===== config.mk =====
export PLATFORM = sky130hd
export DESIGN_NAME = store_buffer
export DESIGN_NICKNAME = d
export VERILOG_FILES = /design/src/rtl/utils_pkg.sv /design/src/rtl/sb_fifo.sv /design/src/rtl/store_buffer.sv
export SDC_FILE = /design/constraint.sdc
export NUM_CORES = 1
export LEC_CHECK = 0
export CORE_MARGIN = 1.5
export CORE_UTILIZATION = 52
export DETAILED_ROUTE_END_ITERATION = 6
export PLACE_DENSITY = 0.84
export SYNTH_ARGS = -nofsm -noshare
export SYNTH_HDL_FRONTEND = slang
export SYNTH_SLANG_ARGS = --single-unit
export TNS_END_PERCENT = 100

===== constraint.sdc =====
create_clock -name clk -period 4.62 [get_ports clk]
set_clock_uncertainty 0.05 [all_clocks]
set_input_delay 1.386 -clock clk [delete_from_list [all_inputs] [get_ports clk]]
set_output_delay 1.386 -clock clk [all_outputs]
set_load 0.02 [all_outputs]

===== src/rtl/utils_pkg.sv =====
// utils_pkg: core data bus channel types, store-buffer entry and drain FSM states
package utils_pkg;
   localparam int CB_AW        = 32;
   localparam int CB_DW        = 32;
   localparam int SB_DEPTH_DEF = 4;

   typedef enum logic [1:0] {CB_BYTE, CB_HALF, CB_WORD} cb_size_t;
   typedef enum logic [1:0] {CB_OKAY, CB_EXOKAY, CB_SLVERR, CB_DECERR} cb_resp_t;
   typedef enum logic [1:0] {IDLE, ISSUE, WAIT_RESP} sb_state_t;

   typedef struct packed {
      logic [CB_AW-1:0]   addr;
      logic [CB_DW-1:0]   data;
      logic [CB_DW/8-1:0] strb;
   } s_sb_entry_t;

   typedef struct packed {
      logic [CB_AW-1:0]   wr_addr;
      logic               wr_addr_valid;
      cb_size_t           wr_size;
      logic [CB_DW-1:0]   wr_data;
      logic [CB_DW/8-1:0] wr_strobe;
      logic               wr_data_valid;
      logic               wr_resp_ready;
      logic [CB_AW-1:0]   rd_addr;
      logic               rd_addr_valid;
      cb_size_t           rd_size;
      logic               rd_ready;
   } s_cb_mosi_t;

   typedef struct packed {
      logic               wr_addr_ready;
      logic               wr_data_ready;
      logic               wr_resp_valid;
      cb_resp_t           wr_resp_error;
      logic               rd_addr_ready;
      logic [CB_DW-1:0]   rd_data;
      logic               rd_valid;
      cb_resp_t           rd_resp;
   } s_cb_miso_t;
endpackage


===== src/rtl/sb_fifo.sv =====
// sb_fifo: register FIFO of posted write entries with occupancy count
module sb_fifo
   import utils_pkg::*;
#(
   parameter  int DEPTH = SB_DEPTH_DEF,
   localparam int PW    = $clog2(DEPTH)
) (
   input  logic        clk,
   input  logic        rst,
   input  logic        push,
   input  logic        pop,
   input  s_sb_entry_t din,
   output s_sb_entry_t head,
   output logic [PW:0] count,
   output logic        full,
   output logic        empty
);
   s_sb_entry_t   mem [DEPTH];
   logic [PW-1:0] wr_ptr, rd_ptr;

   // pointers wrap naturally because DEPTH is a power of two
   always_ff @(posedge clk or negedge rst)
      if (!rst) begin
         wr_ptr <= '0;
         rd_ptr <= '0;
         count  <= '0;
      end else begin
         if (push) wr_ptr <= wr_ptr + PW'(1);
         if (pop) rd_ptr <= rd_ptr + PW'(1);
         count <= count + (PW+1)'(push) - (PW+1)'(pop);
      end

   always_ff @(posedge clk)
      if (push) mem[wr_ptr] <= din;

   assign head  = mem[rd_ptr];
   assign full  = (count == (PW+1)'(DEPTH));
   assign empty = (count == '0);
endmodule


===== src/rtl/store_buffer.sv =====
// store_buffer: posts LSU writes into a FIFO and drains them in order to memory,
// holding reads back while any write is buffered so loads see the newest data.
module store_buffer
   import utils_pkg::*;
#(
   parameter int SB_DEPTH     = SB_DEPTH_DEF,
   parameter bit SB_RAW_STALL = 1'b1
) (
   input  logic       clk,
   input  logic       rst,
   input  s_cb_mosi_t lsu_cb_mosi_i,
   output s_cb_miso_t lsu_cb_miso_o,
   output s_cb_mosi_t mem_cb_mosi_o,
   input  s_cb_miso_t mem_cb_miso_i,
   output logic       sb_empty_o,
   output logic       sb_err_o
);
   localparam int PW = $clog2(SB_DEPTH);

   sb_state_t        state, state_nxt;
   logic             hold_vld, resp_pend, aw_done, w_done;
   logic [CB_AW-1:0] hold_addr;
   logic             lsu_aw_hs, push, pop, aw_hs, w_hs, full, empty, rd_go;
   logic [PW:0]      count;
   s_sb_entry_t      din, head;
   logic             unused_ok;

   assign lsu_aw_hs = lsu_cb_mosi_i.wr_addr_valid & ~full & ~hold_vld;
   assign push      = lsu_cb_mosi_i.wr_data_valid & hold_vld;
   assign aw_hs     = mem_cb_mosi_o.wr_addr_valid & mem_cb_miso_i.wr_addr_ready;
   assign w_hs      = mem_cb_mosi_o.wr_data_valid & mem_cb_miso_i.wr_data_ready;
   assign pop       = (state == WAIT_RESP) & mem_cb_miso_i.wr_resp_valid;
   assign din       = '{addr: hold_addr, data: lsu_cb_mosi_i.wr_data, strb: lsu_cb_mosi_i.wr_strobe};
   assign unused_ok = ^{lsu_cb_mosi_i.wr_size, lsu_cb_mosi_i.wr_resp_ready};

   sb_fifo #(.DEPTH(SB_DEPTH)) u_fifo (
      .clk   (clk),
      .rst   (rst),
      .push  (push),
      .pop   (pop),
      .din   (din),
      .head  (head),
      .count (count),
      .full  (full),
      .empty (empty)
   );

   always_ff @(posedge clk or negedge rst)
      if (!rst) begin
         hold_vld  <= 1'b0;
         resp_pend <= 1'b0;
      end else begin
         hold_vld  <= lsu_aw_hs | (hold_vld & ~push);
         resp_pend <= push;
      end

   always_ff @(posedge clk)
      if (lsu_aw_hs) hold_addr <= lsu_cb_mosi_i.wr_addr;

   // handshake flags only live while in ISSUE and are cleared on exit
   always_ff @(posedge clk or negedge rst)
      if (!rst) begin
         state   <= IDLE;
         aw_done <= 1'b0;
         w_done  <= 1'b0;
      end else begin
         state   <= state_nxt;
         aw_done <= (state_nxt == ISSUE) & (aw_done | aw_hs);
         w_done  <= (state_nxt == ISSUE) & (w_done | w_hs);
      end

   always_comb begin
      state_nxt = state;
      case (state)
         IDLE:      state_nxt = empty ? IDLE : ISSUE;
         ISSUE:     state_nxt = ((aw_done | aw_hs) & (w_done | w_hs)) ? WAIT_RESP : ISSUE;
         WAIT_RESP: state_nxt = mem_cb_miso_i.wr_resp_valid ? IDLE : WAIT_RESP;
         default:   state_nxt = IDLE;
      endcase
   end

   // a write that arrives together with a read takes priority over it
   assign sb_empty_o = (count == '0) & ~hold_vld & (state == IDLE);
   assign rd_go      = !SB_RAW_STALL || (sb_empty_o && !lsu_cb_mosi_i.wr_addr_valid);
   assign sb_err_o   = pop & (mem_cb_miso_i.wr_resp_error != CB_OKAY);

   always_comb begin
      mem_cb_mosi_o               = '0;
      mem_cb_mosi_o.wr_addr       = head.addr;
      mem_cb_mosi_o.wr_data       = head.data;
      mem_cb_mosi_o.wr_strobe     = head.strb;
      mem_cb_mosi_o.wr_size       = CB_WORD;
      mem_cb_mosi_o.wr_addr_valid = (state == ISSUE) & ~aw_done;
      mem_cb_mosi_o.wr_data_valid = (state == ISSUE) & ~w_done;
      mem_cb_mosi_o.wr_resp_ready = (state == WAIT_RESP);
      mem_cb_mosi_o.rd_addr       = lsu_cb_mosi_i.rd_addr;
      mem_cb_mosi_o.rd_size       = lsu_cb_mosi_i.rd_size;
      mem_cb_mosi_o.rd_addr_valid = lsu_cb_mosi_i.rd_addr_valid & rd_go;
      mem_cb_mosi_o.rd_ready      = lsu_cb_mosi_i.rd_ready;
      lsu_cb_miso_o               = '0;
      lsu_cb_miso_o.wr_addr_ready = ~full & ~hold_vld;
      lsu_cb_miso_o.wr_data_ready = hold_vld;
      lsu_cb_miso_o.wr_resp_valid = resp_pend;
      lsu_cb_miso_o.wr_resp_error = CB_OKAY;
      lsu_cb_miso_o.rd_addr_ready = mem_cb_miso_i.rd_addr_ready & rd_go;
      lsu_cb_miso_o.rd_data       = mem_cb_miso_i.rd_data;
      lsu_cb_miso_o.rd_valid      = mem_cb_miso_i.rd_valid;
      lsu_cb_miso_o.rd_resp       = mem_cb_miso_i.rd_resp;
   end
endmodule


==> results summary <==
The run finished with clean final reports. At the placement stage, the worst setup path has a slack of a little under 0.3 ns. Measured against its own limit, the worst slew margin works out to 0.284. The count of different cell masters after synthesis is 30.

The number of levels in the clock H-tree is 1. The aggregate routed wire length came out at ~21,000 um. The routed design could run at a clock period as short as ~4.4 ns. In the global route stage, overall resource usage came out at 0.180. In this run the critical register-to-register path is launched from state[0]. The signal on the critical path passes through clkdlybuf4s50_1 > and3b_1 > o21a_1 > clkdlybuf4s50_1. The cell type with the highest occurrence count on the critical path is sky130_fd_sc_hd__clkdlybuf4s50_1. The cell area after synthesis came out at between 10,000 and 15,000 sq um.

The fraction of registers with async set or reset after synthesis came out at 0.0410. The peak per-stage delay on the critical path came out at approximately 0.61 ns. The maximum buffer depth of the clock tree is 3.

The number of hold-slack violations in the final timing report was 0. In this run the count of I/O pins placed on the die edge is 304. The number of port buffers is around 160. The clock latency of the later-clocked register in the worst-skew pair came out at about 0.54 ns. After clock tree synthesis, the clock-pin slew on the worst setup and hold paths is 0.06 ns.

The proportion of synthesized chip area in sequential cells is 0.786. The area added between synthesis and finish came out at 19.7%. The post-route setup TNS came out at 0 ns. The power consumption is approximately 9 mW. The routed length per instance came out at approximately 22 um.

The total of max-cap violations came out at 0. For this block, the initial DRC count from the detailed router was a little over 300. The endpoint class of the critical path is a primary output. The Yosys warning count is 0. After filler insertion, the fill cell instance count of the layout stands at 1,473. The DRC violation count after routing is 0. After detailed routing, the number of vias per cell comes to approximately 5.6.

The dominant cell type by area after synthesis is sky130_fd_sc_hd__edfxtp_1. The routability congestion estimate from global placement is 0.720. The number of buffers and inverters on the critical path is 2. In the synthesized netlist, the number of instances is around 540. The synthesized area divided by synthesized cell count came out at ~22 sq um. The cell area power density is 620 nW/um^2. The initial antenna violation count is 2.

In this run the worst setup path terminates at sb_err_o. The class of the most critical hold timing path is register to register. The post-placement cell count came out at 892. Setup violations remaining at the end of the flow were counted as 0. The worst path setup slack after routing came out at 0.253 ns. The die outline height came out at around 160 um. The net count reported at finish is 799. The total clock sinks is approximately 320. Post-CTS repair changed the size of 0 cells. The storage element area came out at about 9500 sq um.

The reg-to-reg setup timing slack is ~2.5 ns. STA puts the critical path data arrival time at a little under 3 ns. The share of the cycle needed by the critical path after routing came out at 0.945. The number of pins exceeding their max-slew limit in the final report is 0. The pin count of the biggest net entering global routing is 70. In this run, post-CTS hold repair placed 0 buffers. The die is between 150 and 200 um wide. Buffers added to address setup during post-CTS repair amount to 0. The final standard cell count with taps included and fillers excluded is 950. The worst hold path stage count is 0. For the pin with the worst max-slew slack, the measured transition is about 1.1 ns.

The worst endpoint required time came out at between 3 and 4 ns. The number of rows created at floorplan came out at between 50 and 60. The maximum VDD drop came out at about 0.45 mV. Sorting the synthesized cells by area gives the leading types as sky130_fd_sc_hd__edfxtp_1 76%, sky130_fd_sc_hd__mux4_2 13%, sky130_fd_sc_hd__buf_4 4.7%. The detailed-router iteration count before antenna repair came out at 4. By startpoint and endpoint, the worst setup path is classified as input pin to primary output. The tree is rooted in a sky130_fd_sc_hd__clkbuf_16. Tracing the worst setup path back leads to its startpoint at mem_cb_miso_i[38]. In this run the number of cells on the critical path is 4. The endpoint identified for the worst register-to-register timing path is u_fifo.count[2]. The global-route wire length before repair is about 33,000 um. For this design the static power due to leakage is around 4.7 nW. The CTS tree is built. The HPWL reported at the end of detailed placement is 12,500 um. The highest clock rate is between 200 and 250 MHz. The total vias in the final route is roughly 5,300.

The fraction of layout instances using a drive strength above 1 is 0.191. In this run, CTS created clock tree buffers numbering 31. Setup repair after global routing left no endpoint under its margin. The top cell type's share of synthesized area came out at 0.759. The initial core utilization came out at 0.531.

The number of nets with antenna violations after routing came out at 0. In the synthesized netlist the dominant register cell turns out to be sky130_fd_sc_hd__edfxtp_1. The total of flip-flops plus latches after synthesis came out at ~320.

The floorplan step defined a core boundary enclosing between 20,000 and 25,000 sq um. The total overflow reported by the global router came out at 0. Yosys mapped a number of flops with a built-in enable equal to roughly 300.

The die area is roughly 24,000 sq um. The via count of the first global-routing pass came out at around 5,800. The maximum fanout along the worst path came out at 4. Grouping stages by cell kind, the critical path spends the most delay in buffers and inverters. The largest individual stage delay along the critical path comes from the cell sky130_fd_sc_hd__clkdlybuf4s50_1. STA classifies the critical path startpoint as an input pin.

Counting cells, the worst reg-to-reg path comes to 7. The multi-input combinational cell area is 1910 sq um.
==> metal layers <==
| layer | vias up | part of all wire | global-route usage |
|---|---|---|---|
| met1 | 2718 | 0.39 | 0.227 |
| met3 | 58 | 0.065 | 0.0393 |
| met2 | 226 | 0.52 | 0.314 |
| li1 | 2290 | - | - |
| met4 | 2 | 0.023 | 0.0536 |
| met5 | - | 0.00052 | 0 |
==> how the worst min path moves through the flow <==
stage / start / end
floorplan: hold_addr[0] / u_fifo.mem[0][36]
global placement: hold_addr[27] / u_fifo.mem[0][63]
detailed placement: hold_addr[28] / u_fifo.mem[0][64]
CTS: hold_addr[28] / u_fifo.mem[0][64]
global route: hold_addr[25] / u_fifo.mem[2][61]
finish: hold_addr[24] / u_fifo.mem[1][60]
==> synthesized netlist by cell type (2+ instances only) <==
cell,instances
sky130_fd_sc_hd__a31oi_1,2
sky130_fd_sc_hd__and3_1,4
sky130_fd_sc_hd__buf_2,9
sky130_fd_sc_hd__buf_4,76
sky130_fd_sc_hd__clkbuf_1,8
sky130_fd_sc_hd__conb_1,2
sky130_fd_sc_hd__dfrtp_1,13
sky130_fd_sc_hd__edfxtp_1,304
sky130_fd_sc_hd__ha_1,6
sky130_fd_sc_hd__inv_1,10
sky130_fd_sc_hd__mux4_2,68
sky130_fd_sc_hd__nand2_1,4
sky130_fd_sc_hd__nand3_1,3
sky130_fd_sc_hd__nor2_1,7
sky130_fd_sc_hd__nor3b_1,2
sky130_fd_sc_hd__o21ai_0,2
sky130_fd_sc_hd__xnor2_1,4
==> metrics by stage <==
step                hold WS [ns]  cell area [sq um]   util
CTS                        0.449              14400  0.636
finish                     0.443              14400  0.636
global placement           0.413              13400  0.594
global route               0.470              14400  0.636
detailed placement         0.438              13400  0.594
floorplan                  0.409              12000      -
==> cell usage in the layout, fill, tap and decap left out, drive strengths merged <==
| cell type | count |
|---|---|
| dfrtp | 13 |
| buf | 6 |
| clkdlybuf4s50 | 156 |
| and3 | 4 |
| edfxtp | 304 |
| diode | 1 |
| and3b | 1 |
| bufinv | 2 |
| clkbuf | 37 |
| ha | 6 |
| a31oi | 2 |
| clkinv | 16 |
| conb | 4 |
| xor2 | 1 |
| mux4 | 68 |
| or3 | 1 |
| inv | 11 |
| nand3 | 3 |
| nor2 | 7 |
| nand2 | 4 |
| clkinvlp | 1 |
| a21oi | 1 |
| and2 | 1 |
| o21ai | 2 |
| a22o | 1 |
| nor3 | 1 |
| o41ai | 1 |
| a31o | 1 |
| nor3b | 2 |
| xnor2 | 4 |
| fa | 1 |
| o21a | 1 |
| or4 | 1 |
==> report_power, final <==
part           switching (mW)  leakage [nW]  internal (mW)
Clock                    1.00         0.466           1.34
Sequential              0.290          2.92           3.63
Combinational            1.30          1.29           1.37
==> state kept, by name, indices dropped and copies added, names as in the netlist <==
signal / count
w_done: 1
hold_vld: 1
state: 2
u_fifo.rd_ptr: 2
u_fifo.count: 3
resp_pend: 1
u_fifo.wr_ptr: 2
hold_addr: 32
aw_done: 1
u_fifo.mem: 272
==> final cells by class <==
class                           instances  area share
Antenna cell                            1    0.000174
Clock buffer                           37      0.0555
Clock inverter                         20      0.0104
Inverter                               10     0.00261
Multi-Input combinational cell        118       0.132
Sequential cell                       317       0.657
Tap cell                              285      0.0248
Timing Repair Buffer                  162       0.117
==> kinds of logic (layout without fill, tap and decap cells) <==
kind of cell | Yosys count | after routing | synth area share
mux | 68 | 68 | 0.127
compound gates | 9 | 9 | 0.00510
fa+ha+maj | 7 | 7 | 0.00791
flops | 317 | 317 | 0.786
other cells | 2 | 5 | 0.000624
xor+xnor | 5 | 5 | 0.00364
buf+inv | 104 | 229 | 0.0577
simple gates | 25 | 25 | 0.0115
(Power assumes the default switching activity.)
